--- config.mk ---
export PLATFORM = sky130hd
export DESIGN_NAME = bt_vga_screen_flat
export DESIGN_NICKNAME = d
export VERILOG_FILES = /design/src/rtl/bt_vga_screen_if.sv /design/src/rtl/bt_vga_screen.sv /design/src/flat_wrapper.sv
export SDC_FILE = /design/constraint.sdc
export NUM_CORES = 1
export LEC_CHECK = 0
export CAP_MARGIN = 20
export CORE_UTILIZATION = 25
export DETAILED_ROUTE_END_ITERATION = 10
export DONT_BUFFER_PORTS = 1
export HOLD_SLACK_MARGIN = 0.02
export PLACE_DENSITY = 0.39
export SLEW_MARGIN = 25
export SYNTH_ARGS = -nofsm -noshare
export SYNTH_HDL_FRONTEND = slang
export SYNTH_SLANG_ARGS = --single-unit
--- constraint.sdc ---
create_clock -name clk -period 5.1 [get_ports clk]
set_input_delay 1.02 -clock clk [delete_from_list [all_inputs] [get_ports clk]]
set_output_delay 1.02 -clock clk [all_outputs]
set_load 0.005 [all_outputs]
--- src/rtl/bt_vga_screen_if.sv ---
// bt_vga_screen_if: serial input line plus VGA and receive-status outputs of bt_vga_screen.
// master = the screen block (drives video/status), slave = whoever observes it.
interface bt_vga_screen_if #(
  parameter int COLOR_W = 4
);
  logic               get_bluetooth;
  logic               x_valid;
  logic               y_valid;
  logic [COLOR_W-1:0] red_out;
  logic [COLOR_W-1:0] green_out;
  logic [COLOR_W-1:0] blue_out;
  logic [7:0]         bt;
  logic               rx_valid;
  logic               rx_err;
  logic               frame_start;

  modport master (
    input  get_bluetooth,
    output x_valid, y_valid, red_out, green_out, blue_out,
    output bt, rx_valid, rx_err, frame_start
  );

  modport slave (
    output get_bluetooth,
    input  x_valid, y_valid, red_out, green_out, blue_out,
    input  bt, rx_valid, rx_err, frame_start
  );
endinterface

--- src/rtl/bt_vga_screen.sv ---
// bt_vga_screen: UART command receiver feeding a parametrised VGA timing and
// test-pattern generator. A received byte becomes the pending command and is
// only made active at the frame wrap, so a frame is never drawn half-and-half.
// Optional build macro BT_RX_PARITY_EN: adds an even-parity bit after the data
// bits (8E1); a parity mismatch discards the byte and pulses rx_err.
module bt_vga_screen #(
  parameter int CLKS_PER_BIT = 10417,
  parameter int PIX_DIV      = 4,
  parameter int H_ACTIVE     = 640,
  parameter int H_FP         = 16,
  parameter int H_SYNC       = 96,
  parameter int H_BP         = 48,
  parameter int V_ACTIVE     = 480,
  parameter int V_FP         = 10,
  parameter int V_SYNC       = 2,
  parameter int V_BP         = 33,
  parameter int SYNC_POL     = 0,
  parameter int COLOR_W      = 4,
  parameter int CHECK_LOG2   = 5
) (
  input  logic            clk,
  input  logic            rst_n,
  bt_vga_screen_if.master vga
);

  localparam int H_TOTAL = H_ACTIVE + H_FP + H_SYNC + H_BP;
  localparam int V_TOTAL = V_ACTIVE + V_FP + V_SYNC + V_BP;
  // counters are wide enough to hold the total and the checkerboard select bit
  localparam int HW = ($clog2(H_TOTAL) > CHECK_LOG2) ? $clog2(H_TOTAL) : CHECK_LOG2 + 1;
  localparam int VW = ($clog2(V_TOTAL) > CHECK_LOG2) ? $clog2(V_TOTAL) : CHECK_LOG2 + 1;
  localparam int CW = $clog2(CLKS_PER_BIT);
  localparam int DW = (PIX_DIV > 1) ? $clog2(PIX_DIV) : 1;
  localparam int H_BAR = (H_ACTIVE >= 8) ? H_ACTIVE / 8 : 1;
  localparam int V_BAR = (V_ACTIVE >= 8) ? V_ACTIVE / 8 : 1;
  localparam logic SYNC_ON = (SYNC_POL != 0) ? 1'b1 : 1'b0;
  localparam logic [CW-1:0] HALF_M1 = CW'(CLKS_PER_BIT / 2 - 1);
  localparam logic [CW-1:0] BIT_M1  = CW'(CLKS_PER_BIT - 1);
  localparam logic [DW-1:0] DIV_M1  = DW'(PIX_DIV - 1);

`ifdef BT_RX_PARITY_EN
  typedef enum logic [2:0] {
    S_IDLE = 3'd0, S_START = 3'd1, S_DATA = 3'd2, S_PARITY = 3'd3, S_STOP = 3'd4
  } rx_state_t;

  // even parity: data bits plus parity bit must XOR to zero
  function automatic logic even_parity_ok(input logic [7:0] d, input logic p);
    return ~(^{d, p});
  endfunction
`else
  typedef enum logic [2:0] {
    S_IDLE = 3'd0, S_START = 3'd1, S_DATA = 3'd2, S_STOP = 3'd4
  } rx_state_t;
`endif

  rx_state_t state_r, state_nx;
  logic          rx_meta_r, rx_sync_r, rx_prev_r;
  logic [CW-1:0] clk_cnt_r, clk_cnt_nx;
  logic [2:0]    bit_cnt_r, bit_cnt_nx;
  logic [7:0]    shift_r, shift_nx;
  logic          byte_ok_s, byte_bad_s, stop_ok_s;
  logic [7:0]    bt_r;
  logic          rx_valid_r, rx_err_r;
`ifdef BT_RX_PARITY_EN
  logic          par_bad_r, par_bad_nx;
`endif

  logic [DW-1:0] div_cnt_r;
  logic          pix_ce_s;
  logic [HW-1:0] h_cnt_r, h_bar_s;
  logic [VW-1:0] v_cnt_r, v_bar_s;
  logic          h_last_s, v_last_s, frame_wrap_s;
  logic [4:0]    pend_r, cmd_r;
  logic          pend_flag_r;
  logic          frame_start_r;

  logic [2:0]    h_idx_s, v_idx_s, col_s;
  logic          active_s, hsync_s, vsync_s;
  logic          x_valid_r, y_valid_r;
  logic [COLOR_W-1:0] red_r, green_r, blue_r;

  // two-flop synchroniser on the serial line plus a delayed copy for edge detection
  always_ff @(posedge clk or negedge rst_n) begin
    if (!rst_n) begin
      rx_meta_r <= 1'b1;
      rx_sync_r <= 1'b1;
      rx_prev_r <= 1'b1;
    end else begin
      rx_meta_r <= vga.get_bluetooth;
      rx_sync_r <= rx_meta_r;
      rx_prev_r <= rx_sync_r;
    end
  end

`ifdef BT_RX_PARITY_EN
  assign stop_ok_s = rx_sync_r & ~par_bad_r;
`else
  assign stop_ok_s = rx_sync_r;
`endif

  // receiver next-state: bit timing, data shifting and frame accept/reject decision
  always_comb begin
    state_nx   = state_r;
    clk_cnt_nx = clk_cnt_r + CW'(1);
    bit_cnt_nx = bit_cnt_r;
    shift_nx   = shift_r;
    byte_ok_s  = 1'b0;
    byte_bad_s = 1'b0;
`ifdef BT_RX_PARITY_EN
    par_bad_nx = par_bad_r;
`endif
    case (state_r)
      S_IDLE: begin
        clk_cnt_nx = {CW{1'b0}};
        bit_cnt_nx = 3'd0;
        if (rx_prev_r && !rx_sync_r) begin
          state_nx = S_START;
        end else begin
          state_nx = S_IDLE;
        end
      end
      S_START: begin
        if (clk_cnt_r == HALF_M1) begin
          clk_cnt_nx = {CW{1'b0}};
          // line back high at mid start bit: treat as a glitch, silently
          if (rx_sync_r) begin
            state_nx = S_IDLE;
          end else begin
            state_nx = S_DATA;
          end
        end else begin
          state_nx = S_START;
        end
      end
      S_DATA: begin
        if (clk_cnt_r == BIT_M1) begin
          clk_cnt_nx = {CW{1'b0}};
          shift_nx   = {rx_sync_r, shift_r[7:1]};
          bit_cnt_nx = bit_cnt_r + 3'd1;
          if (bit_cnt_r == 3'd7) begin
`ifdef BT_RX_PARITY_EN
            state_nx = S_PARITY;
`else
            state_nx = S_STOP;
`endif
          end else begin
            state_nx = S_DATA;
          end
        end else begin
          state_nx = S_DATA;
        end
      end
`ifdef BT_RX_PARITY_EN
      S_PARITY: begin
        if (clk_cnt_r == BIT_M1) begin
          clk_cnt_nx = {CW{1'b0}};
          par_bad_nx = ~even_parity_ok(shift_r, rx_sync_r);
          state_nx   = S_STOP;
        end else begin
          state_nx = S_PARITY;
        end
      end
`endif
      S_STOP: begin
        if (clk_cnt_r == BIT_M1) begin
          clk_cnt_nx = {CW{1'b0}};
          state_nx   = S_IDLE;
          if (stop_ok_s) begin
            byte_ok_s = 1'b1;
          end else begin
            byte_bad_s = 1'b1;
          end
        end else begin
          state_nx = S_STOP;
        end
      end
      default: begin
        state_nx   = S_IDLE;
        clk_cnt_nx = {CW{1'b0}};
        bit_cnt_nx = 3'd0;
      end
    endcase
  end

  // receiver state registers
  always_ff @(posedge clk or negedge rst_n) begin
    if (!rst_n) begin
      state_r   <= S_IDLE;
      clk_cnt_r <= {CW{1'b0}};
      bit_cnt_r <= 3'd0;
      shift_r   <= 8'h00;
`ifdef BT_RX_PARITY_EN
      par_bad_r <= 1'b0;
`endif
    end else begin
      state_r   <= state_nx;
      clk_cnt_r <= clk_cnt_nx;
      bit_cnt_r <= bit_cnt_nx;
      shift_r   <= shift_nx;
`ifdef BT_RX_PARITY_EN
      par_bad_r <= par_bad_nx;
`endif
    end
  end

  // received-byte output and one-clock status pulses
  always_ff @(posedge clk or negedge rst_n) begin
    if (!rst_n) begin
      bt_r       <= 8'h00;
      rx_valid_r <= 1'b0;
      rx_err_r   <= 1'b0;
    end else begin
      rx_valid_r <= byte_ok_s;
      rx_err_r   <= byte_bad_s;
      if (byte_ok_s) begin
        bt_r <= shift_r;
      end
    end
  end

  assign pix_ce_s     = (div_cnt_r == DIV_M1);
  assign h_last_s     = (h_cnt_r == HW'(H_TOTAL - 1));
  assign v_last_s     = (v_cnt_r == VW'(V_TOTAL - 1));
  assign frame_wrap_s = pix_ce_s & h_last_s & v_last_s;

  // pixel clock-enable divider
  always_ff @(posedge clk or negedge rst_n) begin
    if (!rst_n) begin
      div_cnt_r <= {DW{1'b0}};
    end else if (pix_ce_s) begin
      div_cnt_r <= {DW{1'b0}};
    end else begin
      div_cnt_r <= div_cnt_r + DW'(1);
    end
  end

  // horizontal / vertical raster counters
  always_ff @(posedge clk or negedge rst_n) begin
    if (!rst_n) begin
      h_cnt_r <= {HW{1'b0}};
      v_cnt_r <= {VW{1'b0}};
    end else if (pix_ce_s) begin
      if (h_last_s) begin
        h_cnt_r <= {HW{1'b0}};
        if (v_last_s) begin
          v_cnt_r <= {VW{1'b0}};
        end else begin
          v_cnt_r <= v_cnt_r + VW'(1);
        end
      end else begin
        h_cnt_r <= h_cnt_r + HW'(1);
      end
    end
  end

  // pending/active command: a byte landing on the wrap clock waits for the next frame
  always_ff @(posedge clk or negedge rst_n) begin
    if (!rst_n) begin
      pend_r        <= 5'd0;
      pend_flag_r   <= 1'b0;
      cmd_r         <= 5'd0;
      frame_start_r <= 1'b0;
    end else begin
      frame_start_r <= frame_wrap_s;
      if (frame_wrap_s && pend_flag_r) begin
        cmd_r <= pend_r;
      end
      if (byte_ok_s) begin
        pend_r      <= shift_r[4:0];
        pend_flag_r <= 1'b1;
      end else if (frame_wrap_s) begin
        pend_flag_r <= 1'b0;
      end
    end
  end

  // pattern colour and sync decode for the current counter position
  always_comb begin
    h_bar_s  = h_cnt_r / HW'(H_BAR);
    v_bar_s  = v_cnt_r / VW'(V_BAR);
    h_idx_s  = 3'd7;
    v_idx_s  = 3'd7;
    col_s    = 3'b000;
    if (h_bar_s > HW'(7)) begin
      h_idx_s = 3'd7;
    end else begin
      h_idx_s = h_bar_s[2:0];
    end
    if (v_bar_s > VW'(7)) begin
      v_idx_s = 3'd7;
    end else begin
      v_idx_s = v_bar_s[2:0];
    end
    case (cmd_r[1:0])
      2'd0: col_s = cmd_r[4:2];
      2'd1: col_s = h_idx_s;
      2'd2: col_s = v_idx_s;
      2'd3: begin
        if (h_cnt_r[CHECK_LOG2] ^ v_cnt_r[CHECK_LOG2]) begin
          col_s = cmd_r[4:2];
        end else begin
          col_s = 3'b000;
        end
      end
      default: col_s = 3'b000;
    endcase
    active_s = (h_cnt_r < HW'(H_ACTIVE)) && (v_cnt_r < VW'(V_ACTIVE));
    hsync_s  = (h_cnt_r >= HW'(H_ACTIVE + H_FP)) && (h_cnt_r < HW'(H_ACTIVE + H_FP + H_SYNC));
    vsync_s  = (v_cnt_r >= VW'(V_ACTIVE + V_FP)) && (v_cnt_r < VW'(V_ACTIVE + V_FP + V_SYNC));
  end

  // video outputs registered together so sync and colour stay aligned
  always_ff @(posedge clk or negedge rst_n) begin
    if (!rst_n) begin
      x_valid_r <= ~SYNC_ON;
      y_valid_r <= ~SYNC_ON;
      red_r     <= {COLOR_W{1'b0}};
      green_r   <= {COLOR_W{1'b0}};
      blue_r    <= {COLOR_W{1'b0}};
    end else if (pix_ce_s) begin
      x_valid_r <= hsync_s ? SYNC_ON : ~SYNC_ON;
      y_valid_r <= vsync_s ? SYNC_ON : ~SYNC_ON;
      red_r     <= (active_s && col_s[2]) ? {COLOR_W{1'b1}} : {COLOR_W{1'b0}};
      green_r   <= (active_s && col_s[1]) ? {COLOR_W{1'b1}} : {COLOR_W{1'b0}};
      blue_r    <= (active_s && col_s[0]) ? {COLOR_W{1'b1}} : {COLOR_W{1'b0}};
    end
  end

  assign vga.x_valid     = x_valid_r;
  assign vga.y_valid     = y_valid_r;
  assign vga.red_out     = red_r;
  assign vga.green_out   = green_r;
  assign vga.blue_out    = blue_r;
  assign vga.bt          = bt_r;
  assign vga.rx_valid    = rx_valid_r;
  assign vga.rx_err      = rx_err_r;
  assign vga.frame_start = frame_start_r;

endmodule

--- src/flat_wrapper.sv ---
// flat-port wrapper written by rule: the top's interface ports become plain ports
module bt_vga_screen_flat 
#(
  parameter int CLKS_PER_BIT = 10417,
  parameter int PIX_DIV      = 4,
  parameter int H_ACTIVE     = 640,
  parameter int H_FP         = 16,
  parameter int H_SYNC       = 96,
  parameter int H_BP         = 48,
  parameter int V_ACTIVE     = 480,
  parameter int V_FP         = 10,
  parameter int V_SYNC       = 2,
  parameter int V_BP         = 33,
  parameter int SYNC_POL     = 0,
  parameter int COLOR_W      = 4,
  parameter int CHECK_LOG2   = 5
)
  (clk, rst_n, vga_get_bluetooth, vga_x_valid, vga_y_valid, vga_red_out, vga_green_out, vga_blue_out, vga_bt, vga_rx_valid, vga_rx_err, vga_frame_start);
  bt_vga_screen_if #(.COLOR_W(COLOR_W)) vga_i ();
  input  logic clk;
  input  logic rst_n;
  input wire logic [$bits(vga_i.get_bluetooth)-1:0] vga_get_bluetooth;
  output wire logic [$bits(vga_i.x_valid)-1:0] vga_x_valid;
  output wire logic [$bits(vga_i.y_valid)-1:0] vga_y_valid;
  output wire logic [$bits(vga_i.red_out)-1:0] vga_red_out;
  output wire logic [$bits(vga_i.green_out)-1:0] vga_green_out;
  output wire logic [$bits(vga_i.blue_out)-1:0] vga_blue_out;
  output wire logic [$bits(vga_i.bt)-1:0] vga_bt;
  output wire logic [$bits(vga_i.rx_valid)-1:0] vga_rx_valid;
  output wire logic [$bits(vga_i.rx_err)-1:0] vga_rx_err;
  output wire logic [$bits(vga_i.frame_start)-1:0] vga_frame_start;
  assign vga_i.get_bluetooth = vga_get_bluetooth;
  assign vga_x_valid = vga_i.x_valid;
  assign vga_y_valid = vga_i.y_valid;
  assign vga_red_out = vga_i.red_out;
  assign vga_green_out = vga_i.green_out;
  assign vga_blue_out = vga_i.blue_out;
  assign vga_bt = vga_i.bt;
  assign vga_rx_valid = vga_i.rx_valid;
  assign vga_rx_err = vga_i.rx_err;
  assign vga_frame_start = vga_i.frame_start;
  bt_vga_screen #(.CLKS_PER_BIT(CLKS_PER_BIT), .PIX_DIV(PIX_DIV), .H_ACTIVE(H_ACTIVE), .H_FP(H_FP), .H_SYNC(H_SYNC), .H_BP(H_BP), .V_ACTIVE(V_ACTIVE), .V_FP(V_FP), .V_SYNC(V_SYNC), .V_BP(V_BP), .SYNC_POL(SYNC_POL), .COLOR_W(COLOR_W), .CHECK_LOG2(CHECK_LOG2)) u_core (.clk(clk), .rst_n(rst_n), .vga(vga_i));
endmodule
==> flow_summary.toml <==
[floorplan]
start_util = 0.2606
dieArea_um2 = 16590
row_count = 45
pin_count = 28
dieWidth_um = 128.8
coreArea_um2 = 15430
die_h_um = 128.8

[placement]
io_buffers = 0
routabilityCongestion = 0.7289
hpwl_um = 5862
pre_cts_slack_ns = 2.236

[route]
ant_nets = 0
wire_per_inst_um = 14.39
drc_errors = 0
wl_um = 8691
drt-initial-drc-count = 152
viasPerCell = 4.671
via_count = 2821
dr.pass1.iters = 4

[layout]
multiInputGateArea_um2 = 1926
final_nets = 400
drive_above_1_share = 0.1323
area_growth_pct = 10.46
seqCellArea_um2 = 1883
num-fill-cells = 1634
post-route-util = 0.2878
antennaDiodeCount = 0

[critical_path]
reg2reg_slack_ns = 2.23
reg2reg_depth = 5
end_kind = "flop"
crit_chain = "ha_1, nand4_2, nor4b_4, nand3_1, mux2_2"
worstPathMaxFanout = 16
path_class = "flop to flop"
cp.arrival_ns = 3.10
rr_endpoint = "u_core.cmd_r[3]"
crit_required_ns = 5.33
slowest_delay_ns = 0.80
start_kind = "flop"
cp_slowest_cell = "nor4b_4"
crit-reg2reg-launch = "u_core.div_cnt_r[0]"

[timing]
finClkSkew_ns = 0.008115
hold_viol = 0
worst_pin_slew_ns = 0.7841
hold_ws_ns = 0.3605
setup_viol = 0
fin_ws_ns = 2.228
rsz0062_at_grt = "false"
timing.setup.tns_ns = 0
final.period_utilization = 0.5632
max_slew_margin = 0.4751
fmax_mhz = 348.1
post-route-min-period_ns = 2.872
maxSlewViolCount = 0

[synthesis]
ys_seq_area_frac = 0.4684
synth_edf_count = 0
ys_types = 58
ys.warnings.count = 0
synthCells = 406
synthTopCellsByArea = "dfrtp_1 (44%), mux2_2 (6.4%), nor2_1 (4.4%), xnor2_1 (4.1%), dfstp_2 (3.3%)"
ys_ff_latch = 75
synth.avg_cell_area_um2 = 9.902
synth_fp_nets = 418
synth_ff_type = "dfrtp_1"
async_reset_ff_frac = 1.000
yosysTopAreaCellShare = 0.4357
yosys.area.top_type = "dfrtp_1"
syn-cell-area_um2 = 4020

[min_path]
holdPathStages = 0
min_from = "u_core.rx_meta_r"
hp-class = "flop to flop"
holdPathEnd = "u_core.rx_sync_r"

[power]
powerDensity_nw_per_um2 = 308.1
ir_drop_uv = 213.1
p_leak_nw = 1.857

[grt]
track_usage = 0.1166
grt_pass1_vias = 2794
grt_max_degree = 76
grt_pass1_wl_um = 14860
antenna_found_initial = 0
overflow = 0

[clock_network]
cts-resized-gates = 0
cts_tree = "done"
hold_buffers = 0
clk_latency_ns = 0.34
clock_tree.buffer_depth = 2
cts_setup_buffers = 0
clk_pin_slew_worst_paths_ns = 0.06
cts_buffers = 9
cts.sinks = 75
htree_levels = 3
clockRootBuffer = "clkbuf_16"

[run]
cap_violations = 0

[run_status]
outcome = "completed"
## placed cells by master, fill, tap and decap left out, types with 9 or more instances in the layout
master and count:
clkbuf_16 9, dfrtp_1 70, ha_1 9, inv_1 15, mux2_2 23, nand2_1 29, nand3_1 13, nor2_1 47
nor3_1 12, o21ai_0 26, xnor2_1 19, xor2_1 12
## metrics by stage
| step | power (mW) | cell area (um^2) | instances |
|---|---|---|---|
| floorplan | 0.7019 | 4020 | 406 |
| global placement | 0.7184 | 4129 | 588 |
| detailed placement | 0.7203 | 4129 | 588 |
| CTS | 1.400 | 4441 | 604 |
| global route | 1.433 | 4441 | 604 |
| finish | 1.368 | 4441 | 604 |
## state kept, by name, summed over array words and instances (netlist names), 2 cells and up
signal / flops
u_core.cmd_r: 5
u_core.state_r: 3
u_core.shift_r: 8
u_core.vga.bt: 8
u_core.h_cnt_r: 10
u_core.v_cnt_r: 10
u_core.div_cnt_r: 2
u_core.bit_cnt_r: 3
u_core.clk_cnt_r: 14
## metal layers
metal  GRT usage  wire length [um]  share of wire  up-vias
met4     0.03114                94          0.011        0
met1      0.1533              4270           0.49     1405
met2      0.1774              3975           0.46       20
li1            -                 -              -     1386
met5           0                 0              0        -
met3     0.04615               350          0.040       10
## cell usage after synthesis, drive strengths merged, types with 3 or more instances
library cell  number
a21oi              8
xor2              12
dfstp              5
a31oi              3
clkbuf            11
nor3              12
buf               18
mux2              23
o2111ai            3
and2               4
and3               8
dfrtp             70
nand2b             5
xnor2             19
nand4             10
inv               15
nand3             13
ha                 9
nor2              47
nand2             29
nor2b              6
o21ai             27
a22oi              7
nor4b              4
## critical path: cells and delay by family, from the launching register on
kind                       cells  cell delay [ns]
adders and majority gates      1             0.51
DFF                            1             0.35
muxes                          1             0.37
and+or+nand+nor                3             1.53
## where the power goes
group | switching (mW) | internal (mW) | leakage, nW
logic | 0.0315 | 0.0291 | 0.703
registers | 0.0300 | 0.617 | 1.01
clock network | 0.254 | 0.406 | 0.148
total | 0.315 | 1.05 | 1.86
## area by class of cell
type / instances / share of cell area
inverters: 15 / 0.01268
flip-flops and latches: 75 / 0.4241
clock buffers: 11 / 0.05692
clock inverters: 5 / 0.01324
well taps: 211 / 0.05945
multi-input cells: 287 / 0.4336
## how the worst max path moves through the flow
stage,from,to,slack (ns),cells past startpoint
finish,u_core.div_cnt_r[0],u_core.cmd_r[3],2.23,5
floorplan,u_core.clk_cnt_r[0],u_core.vga.bt[0],3.19,8
global placement,u_core.div_cnt_r[0],u_core.cmd_r[3],2.34,5
detailed placement,u_core.div_cnt_r[0],u_core.cmd_r[3],2.24,5
global route,u_core.div_cnt_r[0],u_core.cmd_r[3],2.02,5
CTS,u_core.div_cnt_r[0],u_core.cmd_r[3],2.21,5
## kinds of logic after synthesis
kind of cell               share of synthesized area
AOI/OAI and AO/OA                             0.1148
xor gates and xnor gates                     0.06754
adders and majority gates                    0.03050
buffers and inverters                        0.05260
DFF                                           0.4684
muxes                                        0.06692
and+or+nand+nor                               0.1992
No activity file was read; power rests on OpenSTA's default activity.
